==> src/rtl/branch_pc_ctrl.sv <==
// branch_pc_ctrl: owns the fetch PC and picks sequential, beq or jump next-PC with a one-cycle IF/ID flush
module branch_pc_ctrl #(
  parameter logic [31:0] RESET_PC = 32'h0000_0000,
  parameter int          CNT_W    = 16
) (
  input  logic             clk_i,
  input  logic             rst_i,
  input  logic             start_i,
  input  logic             stall_i,
  input  logic             eq_i,
  input  logic             branch_i,
  input  logic             jump_i,
  input  logic [15:0]      imm_i,
  input  logic [25:0]      jaddr_i,
  input  logic [31:0]      id_pc4_i,
  output logic [31:0]      pc_o,
  output logic             pc_valid_o,
  output logic             flush_o,
  output logic [CNT_W-1:0] redirect_cnt_o
);
  typedef enum logic [1:0] {IDLE, RUN, REDIRECT} state_t;
  state_t      state;
  logic [31:0] br_tgt;
  logic [31:0] j_tgt;
  assign br_tgt = id_pc4_i + {{14{imm_i[15]}}, imm_i, 2'b00};
  assign j_tgt  = {id_pc4_i[31:28], jaddr_i, 2'b00};
  // a stall defers the decision; only RUN can redirect, so reset/IDLE/REDIRECT keep flush low
  assign flush_o = (state == RUN) && !stall_i && (jump_i || (branch_i && eq_i));
  // next-PC selection, state sequencing and saturating redirect count
  always_ff @(posedge clk_i or posedge rst_i)
    if (rst_i) begin
      state          <= IDLE;
      pc_o           <= RESET_PC;
      pc_valid_o     <= 1'b0;
      redirect_cnt_o <= '0;
    end else begin
      case (state)
        IDLE:
          if (start_i) begin
            state      <= RUN;
            pc_valid_o <= 1'b1;
          end
        RUN:
          if (flush_o) begin
            pc_o           <= jump_i ? j_tgt : br_tgt;
            state          <= REDIRECT;
            redirect_cnt_o <= (&redirect_cnt_o) ? redirect_cnt_o : redirect_cnt_o + CNT_W'(1);
          end else if (!stall_i) pc_o <= pc_o + 32'd4;
        REDIRECT:
          if (!stall_i) begin
            pc_o  <= pc_o + 32'd4;
            state <= RUN;
          end
        default: state <= IDLE;
      endcase
    end
endmodule

==> config.mk <==
export PLATFORM = sky130hd
export DESIGN_NAME = branch_pc_ctrl
export DESIGN_NICKNAME = d
export VERILOG_FILES = /design/src/rtl/branch_pc_ctrl.sv
export SDC_FILE = /design/constraint.sdc
export NUM_CORES = 1
export LEC_CHECK = 0
export CAP_MARGIN = 20
export CORE_ASPECT_RATIO = 0.9
export CORE_MARGIN = 2
export CORE_UTILIZATION = 54
export CTS_CLUSTER_SIZE = 25
export DETAILED_ROUTE_END_ITERATION = 7
export PLACE_DENSITY_LB_ADDON = 0.15
export SLEW_MARGIN = 5
export SYNTH_ARGS = -nofsm -noshare
export SYNTH_HDL_FRONTEND = slang
export SYNTH_SLANG_ARGS = --single-unit
==> constraint.sdc <==
create_clock -name clk_i -period 6.6 [get_ports clk_i]
set_input_delay 1.32 -clock clk_i [delete_from_list [all_inputs] [get_ports clk_i]]
set_output_delay 1.32 -clock clk_i [all_outputs]
set_load 0.03 [all_outputs]
# After elaboration in Yosys (flattened, before gate mapping)
# Cells that the tools add are included.
[op_classes]
n_mux = 8
bitwise = 1
n_reduce_logical = 11
addsub = 3
div_mod_pow = 0
n_shift = 0
magnitude_cmp = 0
eq_ne = 5
multipliers = 0
[ops]
columns = ["cell", "count"]
rows = [
  ["$mux W32", 3],
  ["$pmux W32 S2", 1],
  ["$add A32 B3 Y32 const B", 1],
  ["$add A32 B32 Y32", 1],
  ["$add A16 B1 Y16 const B", 1],
  ["$reduce_and A16 Y1", 1],
  ["$mux W2", 3],
  ["$ne A2 B2 Y1 const B", 3],
  ["$pmux W2 S3", 1],
  ["$reduce_and A3 Y1", 2],
  ["$logic_and A1 B1 Y1", 3],
  ["$eq A2 B1 Y1 const B", 1],
  ["$eq A2 B2 Y1 const B", 1],
  ["$logic_not A2 Y1", 1],
  ["$reduce_and A2 Y1", 1],
  ["$reduce_bool A2 Y1", 1],
  ["$logic_not A1 Y1", 1],
  ["$logic_or A1 B1 Y1", 1],
  ["$not A1 Y1", 1],
]
[word_totals]
latch_bits = 0
rom_bits = 0
mem_count = 0
register_bits = 51
mem_bits_rw = 0
wordCells = 32

# Logic depth before layout (Yosys ltp)
[depth]
depth_word = 5
ltp_mapped = 11

# Worst setup path after synthesis
# No wires, ideal clock.
[synth_timing]
path_kind = "in2out"
start = "input jump_i"
end = "output flush_o"
n_path_buf = 1
slack_ns = 3.021
stages = 4
arrival_ns = 2.259
cell_sequence = "buf_2 a21oi_1 or3b_2 inv_1"
[synth_between]
elab_chain_len = 2
[synth_lines]
columns = ["item", "line", "text"]
rows = [
  ["start: declaration", "12", "input logic jump_i,"],
  ["$logic_or A1 B1 Y1", "28", "assign flush_o = (state == RUN) && !stall_i && (jump_i || (branch_i && eq_i));"],
  ["$logic_and A1 B1 Y1", "28", ""],
  ["end: declaration", "18", "output logic flush_o,"],
]
# Every way passes these cells.

# Worst setup path after layout
[layout_timing]
start = "input stall_i"
end = "output flush_o"
[layout_between]
elab_chain_len = 3
[layout_lines]
columns = ["item", "line", "text"]
rows = [
  ["start: declaration", "9", "input logic stall_i,"],
  ["$logic_not A1 Y1", "--", ""],
  ["$logic_and A1 B1 Y1 (2 in series)", "28", ""],
]
# Every way passes these cells.

==> impl_metrics.toml <==
[logic_synthesis]
synth.net_count = 738
synthCells = 620
ys_warn_count = 0
avgSynthCellArea_um2 = 7.74
synth_edf_count = 0
async_flop_share_pct = 100
synth-seq-cells = 51
ys_types = 57
syn_area_um2 = 4800
ys_seq_area_share_pct = 26.6
ys.flop_type = "dfrtp_1"

[power_and_ir_drop]
power.density_cell_area_nw_per_um2 = 316
p_leak_nw = 2.54
ir_drop_mv = 0.219

[clock_network]
cts_resized = 0
cts_max_level = 2
clockBufferDepth = 2
numCtsBuffers = 5
postCtsHoldBufs = 0
cts_root_buf = "clkbuf_8"
cts_tree = "done"
worst_skew_pair.late_latency_ns = 0.32
postCtsSetupBuffers = 0
cts_sinks = 51
clkSlewWorstSetupHoldPaths_ns = 0.10

[sta]
tns_ns = 0
skew_ns = 0.00473
holdWs_ns = 0.469
timing.fmax_mhz = 220
maxSlewHeadroom_pct = 34.2
rsz0062_at_grt = "no"
finalSetupViolCount = 0
max_slew.worst_pin.slew_ns = 0.979
min_period_ns = 4.54
final.period_utilization_pct = 68.9
maxSlewViolCount = 0
finalHoldViolations = 0

[global_routing]
antenna_found_initial = 0
grt_pass1_wl_mm = 22.8
grt_use_total_pct = 29.3
grt_max_degree = 52
grt_pass1_vias = 4764
overflow = 0

[worst_setup_path]
critPathCaptureType = "output pin"
critPathMostFrequentCell = "clkdlybuf4s50_1"
critPathLaunch = "stall_i"
worst-endpoint-arrival_ns = 3.22
max_stage_delay_ns = 0.67
critPathRequiredTime_ns = 5.28
path_cells = "clkdlybuf4s50_1, or3b_2, inv_1, clkdlybuf4s50_1"
worstReg2RegStart = "pc_o[7]"
path_class = "input pin to output pin"
cp_slowest_cell = "clkdlybuf4s50_1"
start_kind = "input pin"
crit_fanout = 9

[floorplan]
io_pins = 131
dieHeight_um = 93.4
die_w_um = 103
num_rows = 32
dieArea_um2 = 9650
core_area_um2 = 8610
start_util_pct = 55.7

[cells_and_area]
nNetsFinal = 851
layout_common_cells = "130 x clkdlybuf4s50_1, 77 x a21oi_1, 75 x nand2_1, 52 x o21ai_0, 51 x dfrtp_1"
n_antenna_cell = 0
drive_gt1_share_pct = 3.81
final_common_cell = "clkdlybuf4s50_1"
area_growth_pct = 30.9

[outcome]
status = "finished, final reports clean"

[routing]
firstDrtPassIters = 6
routed_wl_mm = 14.0
drtIter0Drc = 456
num_vias = 5254
vias_per_cell = 6.16
wl_per_cell_um = 16.4
drcViolationCount = 0
drtAntennaViolNets = 0

[job]
cap_viol_max_count = 0

[placement]
hpwlAfterDp_mm = 10.8
finalWeightedCongestion = 0.926
io_buffers = 130

[hold_path]
hp-start = "pc_valid_o"
hold_path.class = "register to register"
stage by stage:
stage | area (um^2) | worst slack (ns) | total power [mW] | std cells | utilization, %
finish | 6280 | 2.06 | 1.98 | 853 | 73.0
global route | 6280 | 1.98 | 2.11 | 853 | 73.0
CTS | 6260 | 2.06 | 1.97 | 852 | 72.7
detailed placement | 6160 | 2.06 | 1.77 | 844 | 71.6
global placement | 6160 | 2.10 | 1.73 | 844 | 71.6
floorplan | 4800 | 3.02 | 1.33 | 620 | -
state kept, by name, indices dropped and copies added, names as in the netlist:
register and cells:
state 2, pc_o 32, redirect_cnt_o 16, pc_valid_o 1
worst max-delay path: cells and delay by family:
family | cells | cell delay, ns
buf+inv | 3 | 1.32
simple gates | 1 | 0.58
cell usage after synthesis, drive strengths merged (3+ instances only):
| cell | count | share of area [%] |
|---|---|---|
| mux2 | 4 | 0.94 |
| buf | 7 | 0.65 |
| a221oi | 7 | 1.3 |
| and2 | 4 | 0.52 |
| xor2 | 16 | 2.9 |
| o21a | 3 | 0.47 |
| inv | 20 | 1.6 |
| nand3b | 3 | 0.47 |
| a21oi | 77 | 8.0 |
| clkbuf | 22 | 1.8 |
| o21bai | 7 | 1.1 |
| xnor2 | 28 | 5.1 |
| o31ai | 5 | 0.78 |
| nand4 | 15 | 2.3 |
| ha | 36 | 9.4 |
| o22ai | 13 | 1.7 |
| a21o | 10 | 1.6 |
| nand3 | 21 | 2.4 |
| and3 | 8 | 1.0 |
| nor3 | 13 | 1.6 |
| nor2 | 45 | 3.5 |
| nor2b | 4 | 0.52 |
| nand2b | 6 | 0.78 |
| and4 | 6 | 1.1 |
| nor4 | 5 | 1.1 |
| o21ai | 55 | 5.7 |
| nand2 | 75 | 5.9 |
| a31oi | 7 | 0.91 |
| nor3b | 4 | 0.63 |
| o211ai | 8 | 1.3 |
| a211oi | 8 | 1.3 |
| dfrtp | 51 | 27 |
| a2111oi | 3 | 0.55 |
where the power goes:
part           internal (mW)  switching [mW]
logic                  0.474           0.722
clock network         0.0789           0.121
registers              0.425           0.164
total                  0.977            1.01
cells by family (layout without fill, tap and decap cells):
group / Yosys count / in the layout / synth area share (%)
mux: 6 / 6 / 1.36
flops: 51 / 51 / 26.6
buf+inv: 49 / 163 / 3.99
compound gates: 220 / 220 / 27.6
xor+xnor: 44 / 44 / 8.04
simple gates: 213 / 213 / 22.6
fa+ha+maj: 37 / 37 / 9.81
per-layer routing:
layer / routed length, um / up-vias / track usage, % / share of wire [%]
met4: 225 / 0 / 7.57 / 1.6
met1: 6040 / 2473 / 41.0 / 43
met2: 6670 / 247 / 48.3 / 48
met3: 1070 / 20 / 3.06 / 7.6
li1: - / 2514 / - / -
met5: 0 / - / 0 / 0
layout make-up:
type / count / area, um^2
timing repair buffer: 135 / 1350
clock inverter: 3 / 28.8
tap: 119 / 149
inverter: 20 / 75.1
sequential: 51 / 1280
fill: 677 / 2330
multi-input combinational: 520 / 3330
clock buffer: 5 / 68.8
path summary, 6_finish.rpt:
check,end,slack (ns),cells past startpoint
max reg2reg,pc_o[28],3.90,7
min in group asynchronous,redirect_cnt_o[6],1.34,2
max,flush_o,2.06,4
max in group asynchronous,pc_o[17],4.72,3
min reg2reg,pc_valid_o,0.47,1
min,pc_valid_o,0.47,1
(Power assumes the default switching activity.)
